$ cat src/rtl/time_set_controller_pkg.sv
// Shared state encodings and defaults for the clock front-panel controller.
package time_set_controller_pkg;

  typedef enum logic [1:0] {
    ST_RUN     = 2'd0,
    ST_SET_HR  = 2'd1,
    ST_SET_MIN = 2'd2
  } state_t;

  localparam int DEFAULT_DEBOUNCE  = 500000;
  localparam int DEFAULT_TIMEOUT_S = 10;

  // Button slots in the conditioned press vector.
  localparam int NUM_BTN  = 3;
  localparam int BTN_MODE = 0;
  localparam int BTN_UP   = 1;
  localparam int BTN_DOWN = 2;

endpackage

$ cat src/rtl/time_set_controller_button_conditioner.sv
// One push-button: 2-FF synchronizer, debounce counter, rising-edge press pulse.
module button_conditioner
  import time_set_controller_pkg::*;
#(
  parameter int DEBOUNCE_CYCLES = DEFAULT_DEBOUNCE
) (
  input  logic clk,
  input  logic reset,
  input  logic btn_raw,
  output logic press
);

  localparam int CW = $clog2(DEBOUNCE_CYCLES);
  localparam logic [CW-1:0] CNT_LAST = CW'(DEBOUNCE_CYCLES - 1);

  logic          r_sync1, r_sync2;
  logic          r_stable, r_stable_d;
  logic          r_press;
  logic [CW-1:0] r_cnt;

  always_ff @(posedge clk or negedge reset) begin
    if (!reset) begin
      r_sync1    <= 1'b0;
      r_sync2    <= 1'b0;
      r_stable   <= 1'b0;
      r_stable_d <= 1'b0;
      r_press    <= 1'b0;
      r_cnt      <= '0;
    end else begin
      r_sync1    <= btn_raw;
      r_sync2    <= r_sync1;
      r_stable_d <= r_stable;
      r_press    <= r_stable & ~r_stable_d;
      // Any return to agreement restarts the count, so short glitches never land.
      if (r_sync2 == r_stable) begin
        r_cnt <= '0;
      end else if (r_cnt == CNT_LAST) begin
        r_stable <= r_sync2;
        r_cnt    <= '0;
      end else begin
        r_cnt <= r_cnt + CW'(1);
      end
    end
  end

  assign press = r_press;

endmodule

$ cat src/rtl/time_set_controller.sv
// Time-set front panel: conditions mode/up/down buttons and runs the RUN/SET_HR/SET_MIN FSM
// with an idle timeout that drops back to RUN.
module time_set_controller
  import time_set_controller_pkg::*;
#(
  parameter int DEBOUNCE_CYCLES = DEFAULT_DEBOUNCE,
  parameter int TIMEOUT_S       = DEFAULT_TIMEOUT_S
) (
  input  logic clk,
  input  logic reset,
  input  logic btn_mode,
  input  logic btn_up,
  input  logic btn_down,
  input  logic tick_1hz,
  output logic run_en,
  output logic sel_hour,
  output logic sel_min,
  output logic inc_hour,
  output logic dec_hour,
  output logic inc_min,
  output logic dec_min,
  output logic timeout_evt
);

  localparam int IW = $clog2(TIMEOUT_S + 1);
  localparam logic [IW-1:0] IDLE_LAST = IW'(TIMEOUT_S - 1);

  logic [NUM_BTN-1:0] w_raw;
  logic [NUM_BTN-1:0] w_press;

  assign w_raw = {btn_down, btn_up, btn_mode};

  for (genvar g = 0; g < NUM_BTN; g++) begin : g_btn
    button_conditioner #(
      .DEBOUNCE_CYCLES(DEBOUNCE_CYCLES)
    ) u_cond (
      .clk    (clk),
      .reset  (reset),
      .btn_raw(w_raw[g]),
      .press  (w_press[g])
    );
  end

  logic w_mode, w_up, w_dn, w_up_only, w_dn_only;

  assign w_mode    = w_press[BTN_MODE];
  assign w_up      = w_press[BTN_UP];
  assign w_dn      = w_press[BTN_DOWN];
  assign w_up_only = w_up & ~w_dn;
  assign w_dn_only = w_dn & ~w_up;

  state_t        r_state;
  logic [IW-1:0] r_idle;
  logic          r_inc_hour, r_dec_hour, r_inc_min, r_dec_min, r_timeout;

  always_ff @(posedge clk or negedge reset) begin
    if (!reset) begin
      r_state    <= ST_RUN;
      r_idle     <= '0;
      r_inc_hour <= 1'b0;
      r_dec_hour <= 1'b0;
      r_inc_min  <= 1'b0;
      r_dec_min  <= 1'b0;
      r_timeout  <= 1'b0;
    end else begin
      r_inc_hour <= 1'b0;
      r_dec_hour <= 1'b0;
      r_inc_min  <= 1'b0;
      r_dec_min  <= 1'b0;
      r_timeout  <= 1'b0;
      case (r_state)
        ST_RUN: begin
          r_idle <= '0;
          if (w_mode) r_state <= ST_SET_HR;
        end
        ST_SET_HR, ST_SET_MIN: begin
          // Priority: mode, then up/down (which also restarts idle), then timeout tick.
          if (w_mode) begin
            r_state <= (r_state == ST_SET_HR) ? ST_SET_MIN : ST_RUN;
            r_idle  <= '0;
          end else if (w_up | w_dn) begin
            r_idle <= '0;
            if (r_state == ST_SET_HR) begin
              r_inc_hour <= w_up_only;
              r_dec_hour <= w_dn_only;
            end else begin
              r_inc_min <= w_up_only;
              r_dec_min <= w_dn_only;
            end
          end else if (tick_1hz) begin
            if (r_idle == IDLE_LAST) begin
              r_state   <= ST_RUN;
              r_timeout <= 1'b1;
              r_idle    <= '0;
            end else begin
              r_idle <= r_idle + IW'(1);
            end
          end
        end
        default: begin
          r_state <= ST_RUN;
          r_idle  <= '0;
        end
      endcase
    end
  end

  assign run_en      = (r_state == ST_RUN);
  assign sel_hour    = (r_state == ST_SET_HR);
  assign sel_min     = (r_state == ST_SET_MIN);
  assign inc_hour    = r_inc_hour;
  assign dec_hour    = r_dec_hour;
  assign inc_min     = r_inc_min;
  assign dec_min     = r_dec_min;
  assign timeout_evt = r_timeout;

endmodule
$ cat config.mk
export PLATFORM = sky130hd
export DESIGN_NAME = time_set_controller
export DESIGN_NICKNAME = d
export VERILOG_FILES = /design/src/rtl/time_set_controller_pkg.sv /design/src/rtl/time_set_controller_button_conditioner.sv /design/src/rtl/time_set_controller.sv
export SDC_FILE = /design/constraint.sdc
export NUM_CORES = 1
export LEC_CHECK = 0
export CORE_ASPECT_RATIO = 1.75
export CORE_UTILIZATION = 40
export DETAILED_ROUTE_END_ITERATION = 12
export PLACE_DENSITY = 0.65
export SLEW_MARGIN = 20
export SYNTH_ARGS = -nofsm -noshare
export SYNTH_HDL_FRONTEND = slang
export SYNTH_SLANG_ARGS = --single-unit
$ cat constraint.sdc
create_clock -name clk -period 2.2 [get_ports clk]
set_input_delay 0.22 -clock clk [delete_from_list [all_inputs] [get_ports clk]]
set_output_delay 0.22 -clock clk [all_outputs]
set_load 0.005 [all_outputs]
==> summary.md, run 1 <==
Entering global routing, the biggest net connects 64 pins. After layout, the design draws a total of 3.314 mW. Data on the critical path is required at its endpoint by 2.43 ns. The logs give 894 for the count of fill cells added during filler insertion and 1.806 nW for the cell leakage power.

The number of buffers inserted by port buffering was 13; the critical path's largest stage delay was 0.53 ns. The synthesized net count was 390; the die boundary width was 76.70 um. The ratio of total power to cell area works out to 737.6 mW/mm2. The HPWL after detailed placement is 5.100 mm. The site row count came out at 47. Routability-driven placement finished with a final weighted congestion of 0.7770. Counting flops with a built-in enable in the synthesized netlist gives 0. The count of unique library cells instantiated by Yosys is 43. The logs give 0 for the count of pins over their slew limit and 414 for the count of nets after finishing. The maximum number of buffers from clock root to sink came out at 2. Setup repair after global routing left no endpoint under its margin. The tools report the die footprint as 0.01018 mm2.

The run gives 0 as the number of antenna violations at the first check in global routing. Setup violations remaining at the end of the flow were counted as 0. After detailed routing, the number of remaining DRC violations is 0. The path category of the worst min-delay check is input pin to flop. For the overall via count from detail_route, the log shows 2825.

The average size of a mapped cell was 10.42 um2. Along the worst path, the maximum fanout reaches 4. In the final layout, the multi-input gates occupy 0.001725 mm2.

For the worst slew margin relative to its limit, the log shows 47.08%. The first global-routing pass estimated 12.73 mm of wire. The wire length reported by the detailed router was 7.177 mm; the clock period minus worst slack was 1.963 ns.

Clock-pin slew of the registers on the worst-case setup and hold paths: 0.06 ns. The flow ran to the end, and the final reports show no timing, DRC or antenna violations. The run gives 0 ns as the final sum of negative setup slack. The tree built by TritonCTS fans out to 83 sinks. In the layout the commonest cells are dfrtp_1 (83), nor2_1 (42), xnor2_1 (30). The worst setup path is launched from a flop.

Max-cap violations in this run came to 0. Leaving out fill and tap cells, the most frequent cell in the layout is dfrtp_1. In the final layout, flip-flops and latches occupy 0.002077 mm2. Via count of the first global-routing pass: 2900. Synthesis produced a netlist whose cell count is 375. The run gives 0.34 ns as the clock latency on the worst-skew pair.

The run gives 15.91% as the combined global-route utilization of all metal layers. The logs give 9 for the number of buffers added by the clock tree synthesis step and 1 for the cts-stage hold buffer count. The H-tree depth reported by CTS was 3; the total core area was 0.009468 mm2. The number of buffers and inverters on the critical path is 0. The critical path class was flop to flop. The first detailed-routing pass took 5 iterations.

Based on the critical path, the design can be clocked at up to 0.5095 GHz. Dividing the detail-routed wire length by the instance count gives 13.64 um. After synthesis the cells add up to 0.003906 mm2. TritonCTS built the clock tree.

For this run the aggregate overflow at the end of global routing stands at 0. The worst-case clock skew was 0.004564 ns. The cell family contributing the most delay on the critical path is simple AND/OR/NAND/NOR gates. The die is 132.7 um tall.

In this run the post-CTS setup repair buffer count came out at 0. For this block, the initial DRC count from the detailed router was 136. From synthesis to final layout, the design area changed by 15.02%. The initial utilization of the core area, before any placement, comes to 41.26%.

For the worst supply voltage drop on vdd, the log shows 0.6443 mV. The worst path uses 89.21% of the clock period. Walking the worst path, the cells encountered are or4_1 > or4_4 > nor2_1 > mux2_2. The total number of yosys warnings is 0, and the I/O pin total is 14. Of the cells placed in the final design, the portion with a size suffix greater than 1 is 11.63%. The number of antenna diodes in the final layout is 0.

The number of gates resized after CTS was 0. The share of the Yosys chip area taken by registers is 53.17%. The transition time of the tightest slew-check pin was 0.7938 ns. The tree is rooted in a clkbuf_16. For the number of nets still failing antenna checks after routing, the log shows 0. STA puts the critical path data arrival time at 2.19 ns. Prevailing post-synth register cell: dfrtp_1.

The sort of element at the end of the critical path was a flop. Final-report hold violation count: 0. The slowest stage of the critical path belongs to the cell or4_1. In the routed layout, each cell is associated on average with a via count of 5.371. The async set-reset flop share out of synthesis is 100.0%.

The synthesized design contains 83 register bits.
==> cell families (layout without fill, tap and decap cells) <==
| group | Yosys count | after routing | synth area share (%) |
|---|---|---|---|
| and+or+nand+nor | 177 | 177 | 24.63 |
| DFF | 83 | 83 | 53.17 |
| xor gates and xnor gates | 44 | 44 | 9.865 |
| AOI/OAI and AO/OA | 34 | 34 | 5.638 |
| buffers and inverters | 24 | 53 | 2.659 |
| adders and majority gates | 9 | 9 | 2.883 |
| muxes | 4 | 4 | 1.153 |
==> synthesized netlist by cell type, types with 7 or more instances <==
master | instances | area share (%)
a21oi_1 | 12 | 1.5
nor2_2 | 10 | 1.6
xnor2_1 | 30 | 6.7
inv_1 | 15 | 1.4
nor4_1 | 13 | 2.1
or4_1 | 7 | 1.3
dfrtp_1 | 83 | 53
nand3_1 | 21 | 2.7
o21ai_0 | 7 | 0.90
nor2_1 | 42 | 4.0
ha_1 | 9 | 2.9
nand4_1 | 18 | 2.9
nor3_1 | 9 | 1.2
nand2_1 | 22 | 2.1
xor2_1 | 14 | 3.1
==> layer usage <==
metal / part of all wire [%] / track usage (%) / vias up
met5: 0 / 0 / -
met4: 3.4 / 9.402 / 0
met3: 3.2 / 4.483 / 17
met2: 53 / 28.62 / 47
met1: 40 / 16.00 / 1392
li1: - / - / 1369
==> layout make-up <==
type                    instances  area share [%]
repair buffers                 22           4.678
flip-flops and latches         83           46.23
clock inverters                 5          0.6405
inverters                      15           1.253
multi-input cells             268           38.40
clock buffers                  11           5.402
well taps                     122           3.397
==> flip-flops by register name (all words and copies together) (netlist names) <==
name / cells
inc_min: 1
dec_hour: 1
g_btn.u_cond.r_sync1: 3
g_btn.u_cond.press: 3
g_btn.u_cond.r_cnt: 57
inc_hour: 1
g_btn.u_cond.r_stable: 3
g_btn.u_cond.r_sync2: 3
r_idle: 4
dec_min: 1
g_btn.u_cond.r_stable_d: 3
r_state: 2
timeout_evt: 1
==> report_power, final <==
| group | switching, mW | internal, mW | total [mW] |
|---|---|---|---|
| clock network | 0.586 | 0.788 | 1.37 |
| registers | 0.0489 | 1.57 | 1.62 |
| logic | 0.174 | 0.143 | 0.316 |
| total | 0.808 | 2.51 | 3.31 |
==> worst paths after layout <==
path / start / end / slack (ns) / cells after the start
max: g_btn[1].u_cond.r_cnt[12]$_DFF_PN0_ / g_btn[1].u_cond.r_stable$_DFFE_PN0P_ / 0.24 / 4
min: btn_down / g_btn[2].u_cond.r_sync1$_DFF_PN0_ / 0.31 / 1
max reg2reg: g_btn[1].u_cond.r_cnt[12]$_DFF_PN0_ / g_btn[1].u_cond.r_stable$_DFFE_PN0P_ / 0.24 / 4
min reg2reg: g_btn[1].u_cond.r_sync1$_DFF_PN0_ / g_btn[1].u_cond.r_sync2$_DFF_PN0_ / 0.35 / 0
max in group asynchronous: reset / g_btn[1].u_cond.r_cnt[18]$_DFF_PN0_ / 1.00 / 3
min in group asynchronous: reset / g_btn[0].u_cond.r_cnt[15]$_DFF_PN0_ / 0.51 / 2
==> per-stage QoR <==
step	setup slack [ns]	cell area (um2)	util (%)	hold slack (ns)	std cells
2_1_floorplan	0.2940	3906	-	-0.07559	375
3_3_place_gp	0.2846	4212	44.48	0.3407	509
3_5_place_dp	0.2460	4212	44.48	0.3409	509
4_1_cts	0.2393	4493	47.46	0.3011	526
5_1_grt	0.08851	4493	47.46	0.3242	526
6_report	0.2374	4493	47.46	0.3145	526
(Power assumes the default switching activity.)
==> run 2: changes to the inputs <==
- ABC_AREA: default -> 1
- CORE_MARGIN: default -> 4
==> summary.md, run 2 <==
The run finished with clean final reports. The I/O pin total was 14. The run gives 2 as the maximum number of buffers from clock root to sink.

Register with the most flip-flops: g_btn.u_cond.r_cnt. The logs give 8.857 mm for the wire length reported by the detailed router and 0.004300 mm2 for the cell area after synthesis. Setup violations remaining at the end of the flow were counted as 0.

The clock reaches the later pin of the worst-skew pair after 0.33 ns. The tools report the largest net degree at the start of global routing as 52. Clock tree synthesis found a total of 83 sinks. Layer with the highest usage: met2.

In this run the mean area of a mapped cell was 7.805 um2. Summed over its instances, the top area cell type makes up 48.30% of the synthesized netlist area. For the number of buffers added by the clock tree synthesis step, the log shows 9. The number of antenna diodes in the final layout is 0. Summing the areas of all and, or, nand and nor instances in the mapped netlist gives 33.52% of the synthesized area. The length of the first detailed-routing pass in iterations was 4.

The ratio of total power to cell area was 684.4 mW/mm2; the half-perimeter wire length after placement was 6.720 mm. For the smallest hold slack, the log shows 0.3239 ns. For this design the static power due to leakage is 2.108 nW. The total overflow reported by the global router was 0. In the routed layout, each cell is associated on average with a via count of 4.939. For the H-tree depth reported by CTS, the log shows 3.

The area growth from synthesis to layout was 13.85%. The weighted congestion reported at the end of routability-driven placement was 0.9062; the worst-path maximum fanout was 4. The data required time of the critical path was 1.98 ns; the via count of the first global-routing pass was 3592. For the number of antenna violations at the first check in global routing, the log shows 0.

By area the synthesized netlist is led by dfrtp_1 (48%), nor2_1 (11%), nand2_1 (9.7%). The synthesized design contains 0 enable-type register cells. The critical path goes through inv_1 > ha_1 > clkdlybuf4s50_1. The tools report the sequential area share after synthesis as 48.30%. The tools report the start point of the worst hold path as btn_up. The dominant combinational cell family by area after synthesis was simple AND/OR/NAND/NOR gates. The fraction of layout instances using a drive strength above 1 was 7.931%; the count of fill cells added during filler insertion was 1026. In this run the critical register-to-register path is captured at r_idle[1]$_DFFE_PN0P_. The height of the die is 145.2 um, and the number of cells upsized or downsized after cts is 0. The slowest stage of the critical path is the clkdlybuf4s50_1 cell.

Die boundary width: 86.38 um. Summing the areas of all fa, ha and maj instances in the mapped netlist gives 2.619% of the synthesized area. The largest registers in the layout are g_btn.u_cond.r_cnt x57, r_idle x4. For hold timing, the worst endpoint is g_btn[1].u_cond.r_sync1$_DFF_PN0_. Clock-pin slew was measured on the worst setup and hold paths at 0.06 ns. Global routing used 26.57% of the available met2 tracks. The critical path depth in cells is 3. In the post-synthesis netlist, the cell with the most instances is nor2_1. The count of unique library cells instantiated by Yosys was 29.

The count of buffering cells on the critical path with inverters included was 2. The number of cells on the worst reg-to-reg path is 6. The tools report the count of pins over their slew limit as 0. The final sum of negative setup slack came out at 0 ns. Among cell families on the critical path, the largest total delay comes from buffers and inverters. Synthesis produced a netlist whose cell count is 551. The cell accounting for the most synthesized area was dfrtp_1. For the global-route track usage on met3, the log shows 3.233%. The average routed wire per standard cell works out to 12.53 um. The met1 demand-to-capacity share in global routing is 16.19%. The tools report the worst path arrival time as 1.58 ns.

Static timing analysis puts the maximum clock frequency at 0.5566 GHz. The floorplan has 49 rows. In this run, the number of DRC markers left after iteration 0 of detailed routing was 148.

The initial utilization of the core area, before any placement, comes to 41.26%. Setup repair after global routing left no endpoint under its margin. The number of nets handed over by synthesis was 566. The number of max-cap violations came out at 0. STA classifies the critical path endpoint as a primary output. The ratio of final minimum period to clock period works out to 81.66%.

For this run, the slowest stage of the critical path takes 0.52 ns. The logs give 0 for the total number of yosys warnings and 0 for the residual DRC count. The tools report the overall via count from detail_route as 3492. Prior to clock tree synthesis, the placed netlist has a worst setup slack of 0.5847 ns.

For this run, asynchronously set or reset flops after synthesis account for 100.0%. The transition time of the tightest slew-check pin works out to 0.4537 ns. Leaving out fill and tap cells, the most frequent cells in the layout are nor2_1 (126), nand2_1 (111), dfrtp_1 (83).

The flip-flop count of the largest register, all copies and words added came out at 57. The run gives 0.4899 mV as the worst supply voltage drop on vdd. The root buffer cell chosen for the clock tree is clkbuf_16. Summing the areas of all xor and xnor instances in the mapped netlist gives 5.703% of the synthesized area. The detail route stage leaves a number of antenna-violating nets equal to 0.

The worst hold path belongs to the class input pin to flop. The die covers 0.01254 mm2. Between clock sinks in the finished design, the worst skew comes to 0.007196 ns. The first global-routing pass estimated 15.40 mm of wire. The proportion of synthesized area in mux cells is 0%, and the slack of the critical path is 0.4034 ns. The final-report hold violation count came out at 0.

The commonest cells after synthesis are nor2_1 (126), nand2_1 (111), dfrtp_1 (83). The core region is 0.01042 mm2. The final layout contains 591 nets. The number of flip-flops and latches in the synthesized netlist was 83.

The clock period minus worst slack was 1.797 ns. The critical path in this run is classified as flop to primary output. In the synthesized netlist the dominant register cell turns out to be dfrtp_1. The most frequent standard cell in the layout excluding fill and tap cells was nor2_1.

STA classifies the critical path startpoint as a flop. The count of cells along the worst hold path was 1; the area fraction in compound gates after synthesis was 3.113%. TritonCTS built the clock tree.

The worst register-to-register path has a setup slack of 0.60 ns. The number of buffers inserted by port buffering came out at 13. Worst slew margin relative to its limit: 69.75%. The startpoint identified for the worst register-to-register timing path is r_state[0]$_DFFE_PN0P_. Global routing used 15.33% of the available tracks.
## run 2: power breakdown
group / leakage [nW] / switching (mW) / total [mW] / internal [mW]
sequential: 1.14 / 0.0342 / 1.60 / 1.57
clock: 0.136 / 0.570 / 1.44 / 0.870
combinational: 0.836 / 0.186 / 0.309 / 0.123
total: 2.11 / 0.789 / 3.35 / 2.56
## run 2: area by class of cell
type	count	area (um2)	share of cell area [%]
flip-flops and latches	83	2077	42.42
inverters	72	270.3	5.520
repair buffers	18	180.2	3.680
multi-input cells	392	1933	39.48
clock buffers	12	236.5	4.830
clock inverters	3	40.04	0.8178
well taps	127	158.9	3.246
## run 2: cell families after synthesis
kind of cell	after synthesis
xor gates and xnor gates	28
adders and majority gates	9
DFF	83
AOI/OAI and AO/OA	25
buffers and inverters	76
and+or+nand+nor	330
## run 2: what timing repair did
| action | 4_1_cts | 5_1_grt |
|---|---|---|
| hold buffers | 1 | 0 |
| endpoints found under the hold margin | 32 | 0 |
| setup buffers | 0 | 0 |
## run 2: metal layers
| layer | share of wire (%) | up-vias |
|---|---|---|
| li1 | - | 1756 |
| met1 | 39 | 1609 |
| met2 | 52 | 83 |
| met3 | 3.4 | 44 |
| met4 | 5.9 | 0 |
| met5 | 0 | - |
## run 2: how the worst max path moves through the flow
stage	start	end	slack, ns
3_3_place_gp	r_state[0]$_DFFE_PN0P_	r_idle[0]$_DFFE_PN0P_	0.72
4_1_cts	r_state[1]$_DFFE_PN0P_	sel_hour	0.37
6_report	r_state[1]$_DFFE_PN0P_	sel_hour	0.40
3_5_place_dp	r_state[1]$_DFFE_PN0P_	r_idle[1]$_DFFE_PN0P_	0.58
2_1_floorplan	r_state[0]$_DFFE_PN0P_	r_idle[0]$_DFFE_PN0P_	0.81
5_1_grt	r_state[1]$_DFFE_PN0P_	sel_hour	0.32
## run 2: metrics by stage
stage               instance area [um2]  instances  power, mW  utilization (%)
detailed placement                 4609        691      1.944            44.23
global placement                   4609        691      1.925            44.23
CTS                                4896        707      3.392            46.97
global route                       4896        707      3.497            46.97
finish                             4896        707      3.351            46.97
floorplan                          4300        551      1.807                -
